===== src/rtl/mem_port_arbiter_if.sv =====
// -----------------------------------------------------------------------------
// mem_port_arbiter_if
// Bundles the three handshake groups around the memory port arbiter:
//   fetch port  : if_req_i, if_addr_i, if_flush_i -> if_done_o, if_rdata_o, if_err_o
//   data port   : mem_req_i, mem_we_i, mem_addr_i, mem_wdata_i, mem_strb_i
//                 -> mem_done_o, mem_rdata_o, mem_err_o
//   shared bus  : bus_valid_o, bus_we_o, bus_addr_o, bus_wdata_o, bus_strb_o
//                 <- bus_ready_i, bus_rsp_valid_i, bus_rdata_i, bus_err_i
// Signal suffixes are from the arbiter's point of view.
// Modports:
//   slave  : the arbiter itself
//   master : the environment (pipeline fetch/data stages and the bus)
// -----------------------------------------------------------------------------
interface mem_port_arbiter_if;
   // fetch port
   logic        if_req_i;
   logic [31:0] if_addr_i;
   logic        if_flush_i;
   logic        if_done_o;
   logic [31:0] if_rdata_o;
   logic        if_err_o;
   // data port
   logic        mem_req_i;
   logic        mem_we_i;
   logic [31:0] mem_addr_i;
   logic [31:0] mem_wdata_i;
   logic [3:0]  mem_strb_i;
   logic        mem_done_o;
   logic [31:0] mem_rdata_o;
   logic        mem_err_o;
   // shared bus
   logic        bus_valid_o;
   logic        bus_ready_i;
   logic        bus_we_o;
   logic [31:0] bus_addr_o;
   logic [31:0] bus_wdata_o;
   logic [3:0]  bus_strb_o;
   logic        bus_rsp_valid_i;
   logic [31:0] bus_rdata_i;
   logic        bus_err_i;

   modport slave (
      input  if_req_i, if_addr_i, if_flush_i,
      output if_done_o, if_rdata_o, if_err_o,
      input  mem_req_i, mem_we_i, mem_addr_i, mem_wdata_i, mem_strb_i,
      output mem_done_o, mem_rdata_o, mem_err_o,
      output bus_valid_o, bus_we_o, bus_addr_o, bus_wdata_o, bus_strb_o,
      input  bus_ready_i, bus_rsp_valid_i, bus_rdata_i, bus_err_i
   );

   modport master (
      output if_req_i, if_addr_i, if_flush_i,
      input  if_done_o, if_rdata_o, if_err_o,
      output mem_req_i, mem_we_i, mem_addr_i, mem_wdata_i, mem_strb_i,
      input  mem_done_o, mem_rdata_o, mem_err_o,
      input  bus_valid_o, bus_we_o, bus_addr_o, bus_wdata_o, bus_strb_o,
      output bus_ready_i, bus_rsp_valid_i, bus_rdata_i, bus_err_i
   );
endinterface


===== src/rtl/mem_port_arbiter.sv =====
// -----------------------------------------------------------------------------
// mem_port_arbiter
// Shares one single-outstanding memory bus between an instruction-fetch port
// and a data (load/store) port. The data port has fixed priority. A fetch may
// be discarded by if_flush_i; the bus transaction still completes, but its
// result is never reported to the fetch port.
// Ports:
//   clk_i  : clock, all state changes on the rising edge
//   rst_i  : synchronous reset, active high
//   port   : mem_port_arbiter_if.slave (fetch, data and bus handshakes)
// -----------------------------------------------------------------------------
module mem_port_arbiter (
   input  logic               clk_i,
   input  logic               rst_i,
   mem_port_arbiter_if.slave  port
);

   typedef enum logic [1:0] {
      ST_IDLE = 2'd0,
      ST_REQ  = 2'd1,
      ST_RESP = 2'd2,
      ST_DONE = 2'd3
   } state_t;

   typedef enum logic {
      OWN_IF  = 1'b0,
      OWN_MEM = 1'b1
   } owner_t;

   state_t      r_state;
   state_t      w_next_state;
   owner_t      r_owner;
   logic        r_drop;

   logic        w_grant_mem;
   logic        w_grant_if;
   logic        w_if_done;

   // latched request
   logic        r_bus_we;
   logic [31:0] r_bus_addr;
   logic [31:0] r_bus_wdata;
   logic [3:0]  r_bus_strb;

   // response staging and per-port result registers
   logic [31:0] r_rsp_rdata;
   logic        r_rsp_err;
   logic [31:0] r_if_rdata;
   logic        r_if_err;
   logic [31:0] r_mem_rdata;
   logic        r_mem_err;

   // ---------------------------------------------------------------------------
   // State register
   // ---------------------------------------------------------------------------
   // NOTE: reset is synchronous here, so it is tested inside the clocked branch
   // rather than listed in the sensitivity list.
   always_ff @(posedge clk_i) begin
      if (rst_i) begin
         // NOTE: clocked state always uses <= so every flop samples the same
         // pre-edge values regardless of statement order.
         r_state <= ST_IDLE;
      end else begin
         r_state <= w_next_state;
      end
   end

   // ---------------------------------------------------------------------------
   // Next-state logic
   // ---------------------------------------------------------------------------
   always_comb begin
      // NOTE: defaults first so every path assigns every signal; otherwise the
      // tool infers latches.
      w_next_state = r_state;
      w_grant_mem  = 1'b0;
      w_grant_if   = 1'b0;
      case (r_state)
         ST_IDLE: begin
            if (port.mem_req_i) begin
               w_grant_mem  = 1'b1;
               w_next_state = ST_REQ;
            end else if (port.if_req_i && !port.if_flush_i) begin
               w_grant_if   = 1'b1;
               w_next_state = ST_REQ;
            end
         end
         ST_REQ: begin
            if (port.bus_ready_i) begin
               w_next_state = ST_RESP;
            end
         end
         ST_RESP: begin
            // responses arriving in any other state are simply not looked at
            if (port.bus_rsp_valid_i) begin
               w_next_state = ST_DONE;
            end
         end
         // DONE never grants: a requester still holding req during its own
         // done cycle must not get a second transaction
         ST_DONE: w_next_state = ST_IDLE;
         default: w_next_state = ST_IDLE;
      endcase
   end

   // ---------------------------------------------------------------------------
   // Output logic
   // ---------------------------------------------------------------------------
   always_comb begin
      // a fetch completion is withheld if it was flushed earlier (r_drop) or
      // is being flushed in the done cycle itself
      w_if_done = (r_state == ST_DONE) && (r_owner == OWN_IF) &&
                  !r_drop && !port.if_flush_i;

      port.bus_valid_o = (r_state == ST_REQ);
      port.bus_we_o    = r_bus_we;
      port.bus_addr_o  = r_bus_addr;
      port.bus_wdata_o = r_bus_wdata;
      port.bus_strb_o  = r_bus_strb;

      port.if_done_o   = w_if_done;
      // the fresh response is shown only when it is actually delivered, so a
      // suppressed fetch leaves the visible data untouched
      port.if_rdata_o  = w_if_done ? r_rsp_rdata : r_if_rdata;
      port.if_err_o    = w_if_done ? r_rsp_err   : r_if_err;

      port.mem_done_o  = (r_state == ST_DONE) && (r_owner == OWN_MEM);
      port.mem_rdata_o = r_mem_rdata;
      port.mem_err_o   = r_mem_err;
   end

   // ---------------------------------------------------------------------------
   // Request latch, drop flag and response capture
   // ---------------------------------------------------------------------------
   always_ff @(posedge clk_i) begin
      if (rst_i) begin
         r_owner     <= OWN_IF;
         r_drop      <= 1'b0;
         r_bus_we    <= 1'b0;
         r_bus_addr  <= '0;
         r_bus_wdata <= '0;
         r_bus_strb  <= '0;
         r_rsp_rdata <= '0;
         r_rsp_err   <= 1'b0;
         r_if_rdata  <= '0;
         r_if_err    <= 1'b0;
         r_mem_rdata <= '0;
         r_mem_err   <= 1'b0;
      end else begin
         if (w_grant_mem) begin
            r_owner     <= OWN_MEM;
            r_bus_we    <= port.mem_we_i;
            r_bus_addr  <= port.mem_addr_i;
            r_bus_wdata <= port.mem_wdata_i;
            r_bus_strb  <= port.mem_strb_i;
         end else if (w_grant_if) begin
            r_owner     <= OWN_IF;
            r_bus_we    <= 1'b0;
            r_bus_addr  <= port.if_addr_i;
            r_bus_wdata <= '0;
            r_bus_strb  <= 4'hF;
         end

         // a flushed fetch keeps running on the bus; only its result is lost
         if (r_state == ST_DONE) begin
            r_drop <= 1'b0;
         end else if ((r_state == ST_REQ || r_state == ST_RESP) &&
                      r_owner == OWN_IF && port.if_flush_i) begin
            r_drop <= 1'b1;
         end

         if (r_state == ST_RESP && port.bus_rsp_valid_i) begin
            r_rsp_rdata <= port.bus_rdata_i;
            r_rsp_err   <= port.bus_err_i;
            if (r_owner == OWN_MEM) begin
               r_mem_rdata <= port.bus_rdata_i;
               r_mem_err   <= port.bus_err_i;
            end
         end

         // fetch result becomes the held value only once delivered
         if (w_if_done) begin
            r_if_rdata <= r_rsp_rdata;
            r_if_err   <= r_rsp_err;
         end
      end
   end

endmodule

===== src/flat_wrapper.sv =====
// flat-port wrapper written by rule: the top's interface ports become plain ports
module mem_port_arbiter_flat 
  (clk_i, rst_i, port_if_req_i, port_if_addr_i, port_if_flush_i, port_if_done_o, port_if_rdata_o, port_if_err_o, port_mem_req_i, port_mem_we_i, port_mem_addr_i, port_mem_wdata_i, port_mem_strb_i, port_mem_done_o, port_mem_rdata_o, port_mem_err_o, port_bus_valid_o, port_bus_we_o, port_bus_addr_o, port_bus_wdata_o, port_bus_strb_o, port_bus_ready_i, port_bus_rsp_valid_i, port_bus_rdata_i, port_bus_err_i);
  mem_port_arbiter_if port_i ();
  input  logic clk_i;
  input  logic rst_i;
  input wire logic [$bits(port_i.if_req_i)-1:0] port_if_req_i;
  input wire logic [$bits(port_i.if_addr_i)-1:0] port_if_addr_i;
  input wire logic [$bits(port_i.if_flush_i)-1:0] port_if_flush_i;
  output wire logic [$bits(port_i.if_done_o)-1:0] port_if_done_o;
  output wire logic [$bits(port_i.if_rdata_o)-1:0] port_if_rdata_o;
  output wire logic [$bits(port_i.if_err_o)-1:0] port_if_err_o;
  input wire logic [$bits(port_i.mem_req_i)-1:0] port_mem_req_i;
  input wire logic [$bits(port_i.mem_we_i)-1:0] port_mem_we_i;
  input wire logic [$bits(port_i.mem_addr_i)-1:0] port_mem_addr_i;
  input wire logic [$bits(port_i.mem_wdata_i)-1:0] port_mem_wdata_i;
  input wire logic [$bits(port_i.mem_strb_i)-1:0] port_mem_strb_i;
  output wire logic [$bits(port_i.mem_done_o)-1:0] port_mem_done_o;
  output wire logic [$bits(port_i.mem_rdata_o)-1:0] port_mem_rdata_o;
  output wire logic [$bits(port_i.mem_err_o)-1:0] port_mem_err_o;
  output wire logic [$bits(port_i.bus_valid_o)-1:0] port_bus_valid_o;
  output wire logic [$bits(port_i.bus_we_o)-1:0] port_bus_we_o;
  output wire logic [$bits(port_i.bus_addr_o)-1:0] port_bus_addr_o;
  output wire logic [$bits(port_i.bus_wdata_o)-1:0] port_bus_wdata_o;
  output wire logic [$bits(port_i.bus_strb_o)-1:0] port_bus_strb_o;
  input wire logic [$bits(port_i.bus_ready_i)-1:0] port_bus_ready_i;
  input wire logic [$bits(port_i.bus_rsp_valid_i)-1:0] port_bus_rsp_valid_i;
  input wire logic [$bits(port_i.bus_rdata_i)-1:0] port_bus_rdata_i;
  input wire logic [$bits(port_i.bus_err_i)-1:0] port_bus_err_i;
  assign port_i.if_req_i = port_if_req_i;
  assign port_i.if_addr_i = port_if_addr_i;
  assign port_i.if_flush_i = port_if_flush_i;
  assign port_if_done_o = port_i.if_done_o;
  assign port_if_rdata_o = port_i.if_rdata_o;
  assign port_if_err_o = port_i.if_err_o;
  assign port_i.mem_req_i = port_mem_req_i;
  assign port_i.mem_we_i = port_mem_we_i;
  assign port_i.mem_addr_i = port_mem_addr_i;
  assign port_i.mem_wdata_i = port_mem_wdata_i;
  assign port_i.mem_strb_i = port_mem_strb_i;
  assign port_mem_done_o = port_i.mem_done_o;
  assign port_mem_rdata_o = port_i.mem_rdata_o;
  assign port_mem_err_o = port_i.mem_err_o;
  assign port_bus_valid_o = port_i.bus_valid_o;
  assign port_bus_we_o = port_i.bus_we_o;
  assign port_bus_addr_o = port_i.bus_addr_o;
  assign port_bus_wdata_o = port_i.bus_wdata_o;
  assign port_bus_strb_o = port_i.bus_strb_o;
  assign port_i.bus_ready_i = port_bus_ready_i;
  assign port_i.bus_rsp_valid_i = port_bus_rsp_valid_i;
  assign port_i.bus_rdata_i = port_bus_rdata_i;
  assign port_i.bus_err_i = port_bus_err_i;
  mem_port_arbiter u_core (.clk_i(clk_i), .rst_i(rst_i), .port(port_i));
endmodule

===== config.mk =====
export PLATFORM = sky130hd
export DESIGN_NAME = mem_port_arbiter_flat
export DESIGN_NICKNAME = d
export VERILOG_FILES = /design/src/rtl/mem_port_arbiter_if.sv /design/src/rtl/mem_port_arbiter.sv /design/src/flat_wrapper.sv
export SDC_FILE = /design/constraint.sdc
export NUM_CORES = 1
export LEC_CHECK = 0
export BUFFER_PORTS_ARGS = -buffer_cell sky130_fd_sc_hd__buf_4
export CAP_MARGIN = 10
export CORE_MARGIN = 4
export CORE_UTILIZATION = 44
export DETAILED_ROUTE_END_ITERATION = 6
export GPL_ROUTABILITY_DRIVEN = 1
export MAX_ROUTING_LAYER = met4
export PLACE_DENSITY_LB_ADDON = 0.05
export REMOVE_ABC_BUFFERS = 1
export SLEW_MARGIN = 20
export SYNTH_ARGS = -nofsm -noshare
export SYNTH_HDL_FRONTEND = slang
export SYNTH_SLANG_ARGS = --single-unit

===== constraint.sdc =====
create_clock -name clk_i -period 2 [get_ports clk_i]
set_input_delay 0.5 -clock clk_i [delete_from_list [all_inputs] [get_ports clk_i]]
set_output_delay 0.5 -clock clk_i [all_outputs]
set_load 0.03 [all_outputs]

==> impl_results.md <==
* Final Hold Fails at 0
* Final nets at 1112
* # rows at 45
* Clock Latency Late Sink at 0.42 ns
* Crit-path max FO at 7
* RSZ-0062 raised after global routing: true
* GP Congestion at 0.802
* Router iterations before antenna repair at 4
* Worst setup SP type: register
* Average cell area after synthesis at 9.94 um2
* Area of the mapped netlist at 6930 um2
* Largest net degree at the start of global routing at 75
* Synth area leader: dfxtp_1
* Max Freq at 0.399 GHz
* Clock tree buffer depth at 2
* Req. time, crit path at 1.50 ns
* Die height at 133 um
* Hold Crit Class: primary input to register
* Post-layout minimum cycle time at 2.51 ns
* Final WS setup at -0.509 ns
* Sequential area share after synthesis at 49.7%
* Share of the synthesized area in the top cell type at 49.7%
* Remaining Overflow, GRT at 0
* # diodes at 0
* Max Cap Viol at 0
* Share of layout cells above drive strength 1 at 43.2%
* Post-route clock skew at 0.00848 ns
* Arrival time worst endpoint at 2.01 ns
* Synthesis Warnings at 0
* Synthesis-stage register bit count at 172
* H-tree depth at 4
* Placed cells at 1148
* Clk slew on worst S/H paths at 0.06 ns
* Mapped Cells at 697
* Final slew viol count at 0
* Final Hold Slack at 0.287 ns
* Hold path cells at 2
* Final ANT Viol Nets at 0
* Drt first-iter violations at 343
* DR WL/cell at 17.8 um
* CTS Hold Bufs at 0
* Setup crit end kind: output pin
* Failing checks: negative setup slack
* Non-filler cells, final at 1188
* Met1 GRT Util at 27.2%
* Vias at 6161
* Number of global-route vias before repair at 6343
* Clock root buffer master: clkbuf_16
* Setup violations, final at 34
* Leak pwr at 4.40 nW
* Ports at 279
* Synth-to-layout area growth at 47.6%
* DR vias/cell at 5.19
* Final Power at 12.2 mW
* WL final at 21100 um
* Yosys cell types at 31
* First-pass GRT wire length at 33000 um
* Die area at 17800 um2
* M2 GR Usage at 41.5%
* Worst slew pin tran at 0.718 ns
* Die width at 133 um
* Final period utilization at 125%
* CTS tree: yes
* Initial antenna violation count at 0
* CTS buffer count at 17
* Port bufs at 278
* Clk sinks at 172
* All-Layer GR Usage at 23.8%
* M3 GR Usage at 6.42%
* Slew HR at 52.1%
* Worst-case reg-to-reg path depth at 8
* Status: complete, but fails checks
* Core Box Area at 15300 um2
* PwrDens at 1190 nW/um2
* Busiest grt layer: met2
* Initial Utilization at 45.2%
* DPL Wire Length at 14400 um
* Synth top area cells: dfxtp_1 (50%), nand2_1 (7.4%), mux2_4 (6.3%), a2111oi_2 (5.6%), mux2i_1 (4.9%)
* Setup Crit Path Kind: register to output pin
* Peak supply drop at 739 uV
* DRC at 0
==> area by class of cell <==
cell class                      instances  area (um2)
Clock inverter                          9         113
Tap cell                              211         264
Fill cell                            1263        5090
Timing Repair Buffer                  311        2650
Inverter                                5        18.8
Multi-Input combinational cell        459        3260
Clock buffer                           21         470
Sequential cell                       172        3450
==> synth_stat cells (all sizes together) <==
| cell type | instances |
|---|---|
| dfxtp | 172 |
| nand2 | 137 |
| a21oi | 67 |
| clkbuf | 44 |
| and2 | 35 |
| mux2i | 34 |
| a32o | 33 |
| mux2 | 33 |
| nor2 | 33 |
| nor3 | 33 |
| a2111oi | 32 |
| buf | 18 |
| ha | 5 |
| inv | 5 |
| o221a | 5 |
| nand2b | 2 |
| o21ai | 2 |
| a21o | 1 |
| a31oi | 1 |
| and3 | 1 |
| nand3 | 1 |
| nor2b | 1 |
| nor4b | 1 |
| o21a | 1 |
==> metrics by stage <==
stage / TNS [ns] / util, % / area [um2] / worst slack (ns)
after floorplan: -199.08 / - / 6620 / -1.98
after global placement: -6.70 / 60.5 / 9270 / -0.228
after detailed placement: -6.81 / 60.5 / 9270 / -0.252
after CTS: -15.21 / 66.3 / 10100 / -0.491
after global routing: -16.74 / 66.8 / 10200 / -0.558
final: -14.87 / 66.8 / 10200 / -0.509
==> worst paths after layout <==
kind,to,slack [ns],start
setup reg to reg,u_core.port.bus_addr_o[2]$_SDFFE_PP0P_,0.14,u_core.r_state[0]$_SDFFE_PP0P_
hold / removal,u_core.port.bus_wdata_o[6]$_SDFFE_PP0P_,0.29,port_mem_wdata_i[6]
hold reg to reg,u_core.port.mem_rdata_o[6]$_SDFFE_PP0P_,0.45,u_core.port.mem_rdata_o[6]$_SDFFE_PP0P_
setup / recovery,port_if_rdata_o[20],-0.51,u_core.r_state[1]$_SDFFE_PP0P_
==> routing by layer <==
layer	part of all wire, %	up-vias
li1	-	2982
met1	40	2941
met2	52	222
met3	7.0	16
met4	1.2	0
met5	0	-
==> power breakdown <==
| part | internal, mW | leakage [nW] | switching, mW |
|---|---|---|---|
| Combinational | 1.86 | 2.72 | 2.71 |
| Clock | 1.93 | 0.285 | 1.35 |
| Sequential | 3.97 | 1.40 | 0.375 |
==> state kept, by name, summed over array words and instances (netlist names), 2 cells and up <==
name                     cells
u_core.port.bus_strb_o       4
u_core.r_rsp_rdata          32
u_core.port.bus_wdata_o     32
u_core.r_if_rdata           32
u_core.port.mem_rdata_o     32
u_core.port.bus_addr_o      32
u_core.r_state               2
==> critical path, stage by stage, from the launching register on <==
cell,delay [ns]
dfxtp_2,0.35
ha_4,0.13
nor4b_4,0.19
buf_6,0.19
buf_12,0.13
buf_16,0.13
mux2_4,0.32
buf_6,0.14
==> placed cells by master (no fill, tap or decap), types with 2 or more instances in the layout <==
master / Yosys / routed
buf_12: 0 / 11
mux2_4: 29 / 33
clkbuf_8: 0 / 3
o221a_2: 5 / 5
clkinv_4: 0 / 3
a2111oi_1: 0 / 3
dfxtp_2: 0 / 2
ha_4: 0 / 2
a21oi_1: 67 / 67
clkbuf_16: 0 / 17
clkinv_2: 0 / 2
and2_1: 32 / 32
nor2_4: 0 / 2
buf_16: 0 / 2
ha_1: 5 / 3
nand2b_1: 2 / 2
nor3_1: 33 / 33
nor2_1: 33 / 32
buf_4: 3 / 265
nand2_1: 137 / 136
bufinv_16: 0 / 2
and2_2: 3 / 2
dfxtp_1: 172 / 170
buf_8: 0 / 3
mux2i_1: 34 / 34
buf_6: 7 / 30
a32o_1: 33 / 33
a2111oi_2: 26 / 27
inv_1: 5 / 4
==> cells by family (layout without fill, tap and decap cells) <==
family          Yosys count  after routing  synth area share (%)
compound gates          142            142                  17.3
fa+ha+maj                 5              5                 0.903
buf+inv                  67            346                  4.66
flops                   172            172                  49.7
mux                      67             67                  11.8
simple gates            244            245                  15.6
==> repair_timing <==
item | in CTS | in global routing
endpoints found under the setup margin | 34 | 71
endpoints found under the hold margin | 0 | 0
setup buffers | 5 | 4
pin swaps | 0 | 2
gates cloned | 3 | 1
gates resized for setup | 42 | 21
No activity file was read; power rests on OpenSTA's default activity.
